$ cat src/rtl/knight_rider_pkg.sv
// Shared types and width helpers for the Knight Rider light bar sequencer.
package knight_rider_pkg;

   typedef enum logic [1:0] {
      SCAN_UP,
      HOLD_TOP,
      SCAN_DOWN,
      HOLD_BOTTOM
   } scan_state_t;

   // Position index width; never narrower than one bit.
   function automatic int pos_w(input int num_leds);
      return (num_leds > 1) ? $clog2(num_leds) : 1;
   endfunction

   // Hold counter width; HOLD_STEPS=0 still gets a (never used) one-bit counter.
   function automatic int hold_w(input int hold_steps);
      return (hold_steps > 0) ? (($clog2(hold_steps + 1) > 0) ? $clog2(hold_steps + 1) : 1) : 1;
   endfunction

endpackage

$ cat src/rtl/tick_prescaler.sv
// Programmable step prescaler with a shadowed period that is swapped in on a tick.
module tick_prescaler #(
   parameter int CNT_W        = 24,
   parameter int RESET_PERIOD = 12_500_000
) (
   input  logic             clk_in,
   input  logic             reset,
   input  logic             enable,
   input  logic [CNT_W-1:0] period_in,
   input  logic             period_load,
   output logic             tick,
   output logic             period_pending
);

   logic [CNT_W-1:0] cnt_reg;
   logic [CNT_W-1:0] period_reg;
   logic [CNT_W-1:0] shadow_reg;
   logic             pending_reg;
   logic [CNT_W-1:0] last_count;

   // A zero period behaves as a period of one: tick on every enabled cycle.
   assign last_count     = (period_reg == '0) ? '0 : period_reg - CNT_W'(1);
   assign tick           = enable && !reset && (cnt_reg == last_count);
   assign period_pending = pending_reg;

   always_ff @(posedge clk_in) begin
      if (reset) begin
         cnt_reg     <= '0;
         period_reg  <= CNT_W'(RESET_PERIOD);
         shadow_reg  <= '0;
         pending_reg <= 1'b0;
      end else begin
         if (tick)
            cnt_reg <= '0;
         else if (enable)
            cnt_reg <= cnt_reg + CNT_W'(1);

         if (tick && pending_reg) begin
            period_reg  <= shadow_reg;
            pending_reg <= 1'b0;
         end
         // Placed last so a load coincident with a tick stays pending for the next one.
         if (period_load) begin
            shadow_reg  <= period_in;
            pending_reg <= 1'b1;
         end
      end
   end

endmodule

$ cat src/rtl/scan_sequencer.sv
// Knight Rider light bar: one lit LED sweeps up and down, holding at each end.
module scan_sequencer
   import knight_rider_pkg::*;
#(
   parameter int NUM_LEDS     = 8,
   parameter int CNT_W        = 24,
   parameter int RESET_PERIOD = 12_500_000,
   parameter int HOLD_STEPS   = 2
) (
   input  logic                clk_in,
   input  logic                reset,
   input  logic                enable,
   input  logic [CNT_W-1:0]    period_in,
   input  logic                period_load,
   output logic                period_pending,
   output logic [NUM_LEDS-1:0] leds,
   output logic                step_tick,
   output logic                at_end
);

   localparam int                POS_W     = pos_w(NUM_LEDS);
   localparam int                HOLD_W    = hold_w(HOLD_STEPS);
   localparam logic [POS_W-1:0]  POS_TOP   = POS_W'(NUM_LEDS - 1);
   localparam logic [HOLD_W-1:0] HOLD_LAST = HOLD_W'(HOLD_STEPS - 1);

   scan_state_t         state_reg, state_next;
   logic [POS_W-1:0]    pos_reg, pos_next;
   logic [HOLD_W-1:0]   hold_reg, hold_next;
   logic [NUM_LEDS-1:0] leds_reg, leds_next;
   logic                tick;

   tick_prescaler #(
      .CNT_W        (CNT_W),
      .RESET_PERIOD (RESET_PERIOD)
   ) u_prescaler (
      .clk_in         (clk_in),
      .reset          (reset),
      .enable         (enable),
      .period_in      (period_in),
      .period_load    (period_load),
      .tick           (tick),
      .period_pending (period_pending)
   );

   always_comb begin
      state_next = state_reg;
      pos_next   = pos_reg;
      hold_next  = hold_reg;
      case (state_reg)
         SCAN_UP: begin
            pos_next = pos_reg + POS_W'(1);
            if (pos_next == POS_TOP) begin
               state_next = (HOLD_STEPS == 0) ? SCAN_DOWN : HOLD_TOP;
               hold_next  = '0;
            end
         end
         HOLD_TOP: begin
            hold_next = hold_reg + HOLD_W'(1);
            if (hold_reg == HOLD_LAST) begin
               state_next = SCAN_DOWN;
               hold_next  = '0;
            end
         end
         SCAN_DOWN: begin
            pos_next = pos_reg - POS_W'(1);
            if (pos_next == '0) begin
               state_next = (HOLD_STEPS == 0) ? SCAN_UP : HOLD_BOTTOM;
               hold_next  = '0;
            end
         end
         HOLD_BOTTOM: begin
            hold_next = hold_reg + HOLD_W'(1);
            if (hold_reg == HOLD_LAST) begin
               state_next = SCAN_UP;
               hold_next  = '0;
            end
         end
         default: state_next = SCAN_UP;
      endcase
   end

   // One-hot decode of the next position.
   genvar gi;
   generate
      for (gi = 0; gi < NUM_LEDS; gi++) begin : g_led
         assign leds_next[gi] = (pos_next == POS_W'(gi));
      end
   endgenerate

   always_ff @(posedge clk_in) begin
      if (reset) begin
         state_reg <= SCAN_UP;
         pos_reg   <= '0;
         hold_reg  <= '0;
         leds_reg  <= NUM_LEDS'(1);
      end else if (tick) begin
         state_reg <= state_next;
         pos_reg   <= pos_next;
         hold_reg  <= hold_next;
         leds_reg  <= leds_next;
      end
   end

   assign leds      = leds_reg;
   assign step_tick = tick;
   assign at_end    = (pos_reg == '0) || (pos_reg == POS_TOP);

endmodule
$ cat config.mk
export PLATFORM = sky130hd
export DESIGN_NAME = scan_sequencer
export DESIGN_NICKNAME = d
export VERILOG_FILES = /design/src/rtl/knight_rider_pkg.sv /design/src/rtl/tick_prescaler.sv /design/src/rtl/scan_sequencer.sv
export SDC_FILE = /design/constraint.sdc
export NUM_CORES = 1
export LEC_CHECK = 0
export CAP_MARGIN = 10
export CORE_MARGIN = 2
export CORE_UTILIZATION = 53
export CTS_CLUSTER_SIZE = 14
export DETAILED_ROUTE_END_ITERATION = 10
export PLACE_DENSITY = 0.79
export SETUP_SLACK_MARGIN = 0.05
export SLEW_MARGIN = 10
export SYNTH_ARGS = -nofsm -noshare
export SYNTH_HDL_FRONTEND = slang
export SYNTH_SLANG_ARGS = --single-unit
$ cat constraint.sdc
create_clock -name clk_in -period 3.4 [get_ports clk_in]
set_input_delay 0.85 -clock clk_in [delete_from_list [all_inputs] [get_ports clk_in]]
set_output_delay 0.85 -clock clk_in [all_outputs]
set_load 0.02 [all_outputs]
==> out/metrics.cfg, run 1 <==
[status]
status=finished with violations
failed_checks=negative setup slack

[floorplan]
ios=39
initial_utilization=0.537
dieHeight_microns=103
die_w_microns=103
fp-row-count=36
core-area_sq_mm=0.00964
die_area_sq_mm=0.0106

[worst_setup_path]
reg2reg_setup_slack_ps=-290
cp_max_fo=2
regToRegEndpoint=u_prescaler.cnt_reg[2]
cp-start-kind=flip-flop
endpoint=step_tick
path_class=flip-flop to output port
startpoint=u_prescaler.period_reg[2]
cp.required_ps=2550
crit_arrival_ps=3160
end_kind=output port
r2r_start=u_prescaler.period_reg[0]
reg2reg_depth=16

[clock_network]
insertion_delay_ps=370
clockBufferDepth=2
cts_buffers=9
cts.htree.levels=3
cts_root_buf=clkbuf_8
clk_pin_slew_ps=80
cts_tree=yes
clock_sinks=88

[grt]
grt_remaining_overflow=0
grt_usage=0.254
grt_max_degree=116
grt_pass1_wl_microns=21100
grt_pass1_vias=4420
antenna_found_initial=0

[synth]
synthXorXnorAreaFrac=0.0830
ys_types=60
synth.mux.area_fraction=0.132
synth_nets=646
netlist_instances=608
netlist_area_sq_mm=0.00517
synth_warnings=0
avgSynthCellArea_sq_um=8.51
ys_seq_area_frac=0.341
synthSimpleGateAreaFrac=0.284
yosys_register_bits=88
async_reset_ff_frac=0
synth_fa_ha_area_frac=0.0242
synth-compound-area-share=0.0832
synth_flop_cell=dfxtp_1
synth_edf_count=0
synth_top_family_by_area=simple AND/OR/NAND/NOR gates

[place]
hpwl_microns=9340
placed_cells=831
post-place-ws_ps=-876
portBuffers=38
gp_congestion=0.996

[timing]
finalSetupViolCount=63
worst_slack_ps=-608
post-route-period-util=1.18
worst-slew-pin-transition_ps=1010
slew_violations=0
rsz0062_at_grt=true
max_freq_mhz=249
holdWs_ps=472
min_period_ps=4010
slew_headroom=0.327
fin_skew_ps=9.78
hold_viol=0

[detailed_routing]
drt_iter0_drc=292
wire_per_inst_microns=16.2
drc=0
first_pass_iters=5
antenna_left=0
route.vias.total=4892
drt_wl_total_microns=13900
vias_per_cell=5.68

[cells_and_area]
n_antenna_cell=0
areaGrowthSynthToFinish_pct=32.0
drive_gt1_frac=0.232
final_cells=861
final_cell_mix=buf_4, dfxtp_1, nor2_1
final_nets=763
final_common_cell=buf_4

[power_and_ir_drop]
p_leak_nw=2.65
irDropWorstVdd_uv=270
powerDensity_mw_per_mm2=282

[flow_run]
cap_violations=0

[hold_path]
min_from=u_prescaler.shadow_reg[8]
holdCritPathClass=flip-flop to flip-flop

## routing by layer
metal  track usage  share of wire
met1         0.330           0.42
met2         0.423           0.49
met3        0.0529          0.059
met4        0.0850          0.025
met5             0              0
## power breakdown
group          internal [mW]  total [mW]  leakage [nW]  switching, mW
registers               1.05        1.06         0.717         0.0122
clock network          0.370       0.728        0.0973          0.357
logic                 0.0738       0.137          1.84         0.0636
## what timing repair did
item                                    4_1_cts  5_1_grt
resized for setup                            15       38
hold buffers                                  0        0
endpoints found under the setup margin       64       64
pin swaps                                     8        8
gates cloned                                  2        4
hold endpoints to repair                      0        0
buffers inserted                              4        7
## how the worst min path moves through the flow
stage,endpoint,depth (start not counted)
final,u_prescaler.period_reg[8],2
after detailed placement,hold_reg[1],2
after floorplan,hold_reg[1],2
after CTS,hold_reg[1],2
after global routing,u_prescaler.period_reg[1],2
after global placement,hold_reg[1],2
## area by class of cell
class | count | area (sq um)
multi-input combinational | 465 | 3320
timing repair buffer | 143 | 1320
clock inverter | 3 | 42.5
inverter | 18 | 67.6
sequential | 88 | 1770
tap | 133 | 166
clock buffer | 11 | 151
fill | 728 | 2810
## synthesized netlist by cell type (2+ instances only)
| library cell | instances | area [sq um] |
|---|---|---|
| ha_1 | 10 | 125 |
| a21o_1 | 2 | 15.0 |
| nor3_1 | 42 | 210 |
| o41ai_1 | 2 | 17.5 |
| buf_2 | 2 | 10.0 |
| nor4_2 | 2 | 25.0 |
| or4_1 | 3 | 22.5 |
| nand2_1 | 24 | 90.1 |
| buf_1 | 2 | 7.51 |
| o21ai_0 | 12 | 60.1 |
| a31oi_1 | 3 | 18.8 |
| xor2_1 | 26 | 228 |
| o21a_1 | 4 | 30.0 |
| nor4_1 | 7 | 43.8 |
| xnor2_1 | 23 | 201 |
| nand3_1 | 19 | 95.1 |
| or2_2 | 5 | 31.3 |
| nor3b_1 | 2 | 15.0 |
| a2111oi_0 | 4 | 35.0 |
| o311ai_0 | 2 | 17.5 |
| a211oi_1 | 2 | 15.0 |
| o31ai_1 | 4 | 30.0 |
| nor2b_1 | 5 | 31.3 |
| and4_1 | 2 | 17.5 |
| buf_6 | 6 | 67.6 |
| clkbuf_1 | 25 | 93.8 |
| nand4bb_1 | 2 | 22.5 |
| a21oi_1 | 10 | 50.1 |
| or3_1 | 10 | 62.6 |
| inv_1 | 18 | 67.6 |
| nand3b_1 | 3 | 22.5 |
| nand2b_1 | 43 | 269 |
| nor2_1 | 80 | 300 |
| mux2_2 | 2 | 22.5 |
| and3_1 | 6 | 37.5 |
| a31o_2 | 3 | 26.3 |
| mux2i_1 | 66 | 661 |
| o22ai_1 | 3 | 18.8 |
| nand4_1 | 12 | 75.1 |
| o31a_1 | 2 | 17.5 |
| a221oi_1 | 2 | 17.5 |
| dfxtp_1 | 88 | 1760 |
## critical path, stage by stage, from the launching register on
cell and delay, ps:
dfxtp_4 350, or4_4 530, o31a_1 350, or2_4 250, o21a_1 180, o32ai_2 230, nand4_1 160, nor4_2 290
buf_4 160, and3_4 180, buf_6 110
## logic make-up (layout without fill, tap and decap cells)
kind of cell,after synthesis,after routing
xor gates and xnor gates,49,49
and+or+nand+nor,276,276
buffers and inverters,55,175
adders and majority gates,10,10
AOI/OAI and AO/OA,62,62
DFF,88,88
muxes,68,68
## through the flow
stage	utilization	instance area, sq um	setup TNS [ps]	total power [mW]
finish	0.708	6830	-14040	1.93
global route	0.708	6830	-22800	2.01
CTS	0.680	6560	-18790	1.94
detailed placement	0.646	6230	-20910	1.22
global placement	0.646	6230	-17310	1.22
floorplan	-	5200	-72.6	1.16
Power figures use the tool's default switching activity.
==> run 2: changes to the inputs <==
- CORE_ASPECT_RATIO: unset -> 1.4
==> run 2 against run 1 <==
Effect of this change:
- clock power rose by 55%
- the flow still finishes with violations (negative setup slack)
- non-clock buffer count decreased by 2
- routed wire length grew 11%
- power increased by 21%
- fmax grew 0.24%
- clock skew fell by 3.4 ps
- largest cell class unchanged
- worst hold slack lost 5.2 ps
- cell area up 2.6%
- critical path depth down 1
- combinational power is essentially flat
- largest power group is now clock
==> out/metrics.cfg, run 2 (same netlist as run 1, synthesis figures left out) <==
[cells_and_area]
drive_gt1_frac=0.243
n_antenna_cell=0
final_common_cell=buf_4
stdcell_area_sq_mm=0.00701
areaGrowthSynthToFinish_pct=35.4
final_cell_mix=buf_4, dfxtp_1, nor2_1
final_nets=761
fillCellCount=649

[timing]
post-route-period-util=1.18
worst-slew-pin-transition_ps=778
fin_skew_ps=6.35
max_freq_mhz=250
min_period_ps=4000
rsz0062_at_grt=true
finalSetupViolCount=64
slew_violations=0
slew_headroom=0.481
hold_viol=0
worst_slack_ps=-599

[floorplan]
die_w_microns=87.5
fp-row-count=42
initial_utilization=0.547
ios=39
dieHeight_microns=121
die_area_sq_mm=0.0106
core-area_sq_mm=0.00946

[place]
gp_congestion=0.943
portBuffers=38
hpwl_microns=10100
placed_area_sq_mm=0.00622

[detailed_routing]
wire_per_inst_microns=18.5
first_pass_iters=7
route.vias.total=4989
drt_iter0_drc=441
antenna_left=0
drt_wl_total_microns=15500
vias_per_cell=5.95
drc=0

[clock_network]
clockBufferDepth=2
insertion_delay_ps=350
cts_buffers=9
cts.htree.levels=3
cts_tree=yes
cts_root_buf=clkbuf_16
clk_pin_slew_ps=70
clock_sinks=88

[grt]
grt_pass1_vias=4963
grt_max_degree=88
grt_pass1_wl_microns=24300
grt_usage=0.296
grt_remaining_overflow=0
antenna_found_initial=0

[worst_setup_path]
end_kind=output port
cp-start-kind=flip-flop
cp_max_fo=3
path_class=flip-flop to output port
crit_arrival_ps=3150
cp.required_ps=2550

[power_and_ir_drop]
total_power_mw=2.33
p_leak_nw=2.72
powerDensity_mw_per_mm2=332
irDropWorstVdd_uv=290

[hold_path]
holdCritPathClass=flip-flop to flip-flop

[status]
failed_checks=negative setup slack
status=finished with violations

[flow_run]
cap_violations=0

run 2: report_power, final:
part	internal [mW]	switching [mW]	leakage, nW
Sequential	1.05	0.0138	0.717
Combinational	0.0725	0.0656	1.85
Clock	0.660	0.467	0.160
Total	1.78	0.546	2.72
run 2: path summary, 6_finish.rpt:
path / from / slack [ps] / to / depth (start not counted)
min: hold_reg[1] / 470 / hold_reg[1] / 2
max: u_prescaler.period_reg[1] / -600 / step_tick / 9
min reg2reg: hold_reg[1] / 470 / hold_reg[1] / 2
max reg2reg: u_prescaler.period_reg[11] / -350 / u_prescaler.period_reg[15] / 12
run 2: cell type report:
type / count / area, sq um / area share
Multi-Input combinational cell: 465 / 3370 / 0.481
Sequential cell: 88 / 1770 / 0.253
Timing Repair Buffer: 141 / 1330 / 0.189
Clock buffer: 9 / 225 / 0.0321
Tap cell: 110 / 138 / 0.0196
Clock inverter: 7 / 108 / 0.0154
Inverter: 18 / 67.6 / 0.00964
run 2: metal layers:
metal	vias to the layer above	wire, microns	GRT usage
li1	2366	-	-
met1	2353	5910	0.341
met2	202	7990	0.515
met3	68	774	0.0463
met4	0	795	0.159
met5	-	0	0
run 2: timing repair:
item	in CTS	in global routing
setup endpoints to repair	65	64
hold buffers	0	0
pin swaps	13	14
gates resized for setup	35	28
buffers inserted	9	1
endpoints found under the hold margin	0	0
gates cloned	5	0
run 2: worst max-delay path, stage by stage, from the launching register on:
cell     delay [ps]
dfxtp_2         320
or4_4           550
o31a_1          300
or2_4           250
o21a_1          190
o32ai_2         270
nand4_1         190
nor4_4          370
and3_4          240
buf_6           110
run 2: metrics by stage:
step / hold WS [ps] / worst slack, ps / std cells / util / setup TNS [ps]
floorplan: 427 / -72.6 / 608 / - / -72.6
detailed placement: 448 / -917 / 807 / 0.657 / -16660
global route: 484 / -664 / 838 / 0.741 / -25260
finish: 467 / -599 / 838 / 0.741 / -16010
global placement: 445 / -892 / 807 / 0.657 / -18220
CTS: 472 / -577 / 837 / 0.727 / -12050
==> run 3: changes to the inputs <==
- SYNTH_HIERARCHICAL: unset -> 1
==> run 3 against run 2 <==
Effect of this change:
- the run still ends with negative setup slack left
- routed wire length increased by 12%
- sequential share of layout area is 0.48 points higher
- clock-buffer cell count rose by 2
- worst hold slack better by 7.2 ps
- cell area down 2.1%
- first-iteration DRC count fell by 9.1%
- critical path type unchanged
- critical endpoint unchanged
==> out/metrics.cfg, run 3 <==
[synth]
ys_types=69
yosysTopAreaCell=dfxtp_1
netlist_area_sq_mm=0.00495
synth.most_common_cell=dfxtp_1
synthTopCellsByCount=dfxtp_1, nor2_1, mux2i_1, a21oi_1, xnor2_1
avgSynthCellArea_sq_um=8.46
synth_nets=624
yosys_register_bits=88
synth_flop_cell=dfxtp_1
synth_warnings=6
synthXorXnorAreaFrac=0.0916
async_reset_ff_frac=0
synth-compound-area-share=0.151
yosysTopAreaCellShare=0.356
synth_fa_ha_area_frac=0.0278
synth_top_family_by_area=simple AND/OR/NAND/NOR gates
netlist_instances=585
synthSimpleGateAreaFrac=0.251
synth_edf_count=0
ys_seq_area_frac=0.356
synth.mux.area_fraction=0.0754
synth_area_leaders=dfxtp_1, mux2i_1, nor2_1

[worst_setup_path]
path_class=flip-flop to output port
end_kind=output port
startpoint=u_prescaler/period_reg[8]
cp-start-kind=flip-flop
cp_num_buf_inv=2
reg2reg_setup_slack_ps=-1140
r2r_start=u_prescaler/period_reg[8]
slowest_delay_ps=590
cpMostUsedCell=or4_4
reg2reg_depth=14
cp_max_fo=2
cp.required_ps=2550
crit_arrival_ps=3770
regToRegEndpoint=state_reg[0]
critPathSlowestCell=or4_4
critPathTopFamily=simple AND/OR/NAND/NOR gates
cp_cell_sequence=or4_4 > or3_4 > or4_4 > and2_4 > a211o_1 > or4b_1 > or4_4 > inv_8 > buf_6

[cells_and_area]
final_cells=827
fillCellCount=537
final_cell_mix=buf_4, dfxtp_1, nor2_1
regArea_sq_mm=0.00177
n_antenna_cell=0
final_common_cell=buf_4
areaGrowthSynthToFinish_pct=38.7
multi_input_area_sq_mm=0.00321
final_nets=754
drive_gt1_frac=0.274

[timing]
worst_slack_ps=-1220
post-route-period-util=1.36
slew_headroom=0.454
hold_viol=0
worst-slew-pin-transition_ps=812
finalSetupViolCount=65
fin_skew_ps=12.8
slew_violations=0
min_period_ps=4620
rsz0062_at_grt=true
setup_tns_ps=-44910
max_freq_mhz=216

[clock_network]
clock_sinks=88
cts.htree.levels=3
clockBufferDepth=2
cts_buffers=9
insertion_delay_ps=350
clk_pin_slew_ps=70
cts_tree=yes
hold_buffers=0
cts_root_buf=clkbuf_16

[place]
placed_cells=795
gp_congestion=0.936
portBuffers=38
post-place-ws_ps=-1490
hpwl_microns=10400

[detailed_routing]
drt_iter0_drc=401
vias_per_cell=6.30
drt_wl_total_microns=17400
antenna_left=0
drc=0
wire_per_inst_microns=21.0
route.vias.total=5211
first_pass_iters=5

[power_and_ir_drop]
p_sw_mw=0.528
powerDensity_mw_per_mm2=317
power_frac_comb=0.068
seqPwrFrac=0.492
p_clk_frac=0.440
irDropWorstVdd_uv=335
p_leak_nw=2.70
total_power_mw=2.17
p_int_mw=1.64
switching_share=0.243

[floorplan]
initial_utilization=0.548
dieHeight_microns=118
die_area_sq_mm=0.0101
core-area_sq_mm=0.00903
fp-row-count=41
die_w_microns=85.7
ios=39

[grt]
grt_pass1_wl_microns=25600
grt_pass1_vias=5162
grt_remaining_overflow=0
antenna_found_initial=0
grt_usage=0.319
grt_max_degree=69

[hold_path]
holdCritPathClass=flip-flop to flip-flop
hold_end=leds[2]
min_path_cells=2
min_from=leds[2]

[status]
failed_checks=negative setup slack
status=finished with violations

[flow_run]
cap_violations=0

run 3: cell types whose count changed in the layout (fill, tap and decap cells not counted), sizes merged, moves of 5 or more:
cell    change
mux2i      -31
or4         +8
nand4b      +5
o21ai      +10
nor3       -30
buf        +13
a21oi      +19
nand3       +8
xnor2       +6
xor2        -6
nand2b     -38
run 3: repair_timing:
action,4_1_cts,5_1_grt
pin swaps,26,16
gates cloned,4,0
endpoints found under the setup margin,65,65
resized for setup,60,32
setup buffers,8,6
run 3: how the worst max path moves through the flow:
stage | endpoint | slack (ps) | cells after the start
after floorplan | state_reg[0] | -1200 | 15
after global placement | step_tick | -1460 | 9
after detailed placement | step_tick | -1490 | 9
after CTS | step_tick | -1210 | 9
after global routing | step_tick | -1300 | 9
final | step_tick | -1220 | 9
run 3: metrics by stage:
step                      hold WS [ps]   util  area (sq um)
after global placement             434  0.674          6080
after floorplan                    423      -          5010
final                              474  0.760          6860
after CTS                          465  0.744          6720
after detailed placement           455  0.674          6080
after global routing               483  0.760          6860
run 3: logic make-up (layout without fill, tap and decap cells):
family / Yosys count / count (layout)
AND/OR/NAND/NOR: 237 / 237
AO/OA/AOI/OAI: 110 / 110
flip-flops: 88 / 88
buffers and inverters: 52 / 187
XOR/XNOR: 50 / 50
multiplexers: 37 / 37
adder cells (fa/ha/maj): 11 / 11
run 3: per-layer routing:
metal / track usage / up-vias / share of wire
met5: 0 / - / 0
met4: 0.188 / 0 / 0.058
met3: 0.0517 / 76 / 0.056
met2: 0.573 / 260 / 0.52
met1: 0.344 / 2507 / 0.36
li1: - / 2368 / -
run 3: worst register-to-register path, cell delays in order (launching register included):
cell and delay (ps):
dfxtp_2 320, or4_4 560, or3_4 390, or4_4 490
and2_4 180, a211o_1 250, or4b_1 460, or4_4 590
inv_8 80, buf_4 110, buf_12 120, inv_6 40
o22a_1 220, or4_4 490, o211a_1 140
run 3: final cells by class:
class,count,area share
tap,107,0.0195
clock buffer,11,0.0354
inverter,16,0.0106
sequential,88,0.257
clock inverter,5,0.00565
multi-input combinational,445,0.468
timing repair buffer,155,0.204
run 3: power by group through the flow:
stage	Combinational (mW)	Clock [mW]	Sequential (mW)
floorplan	0.0661	0	1.09
global placement	0.115	0	1.09
detailed placement	0.119	0	1.09
CTS	0.135	0.951	1.07
global route	0.156	1.01	1.07
finish	0.147	0.956	1.07
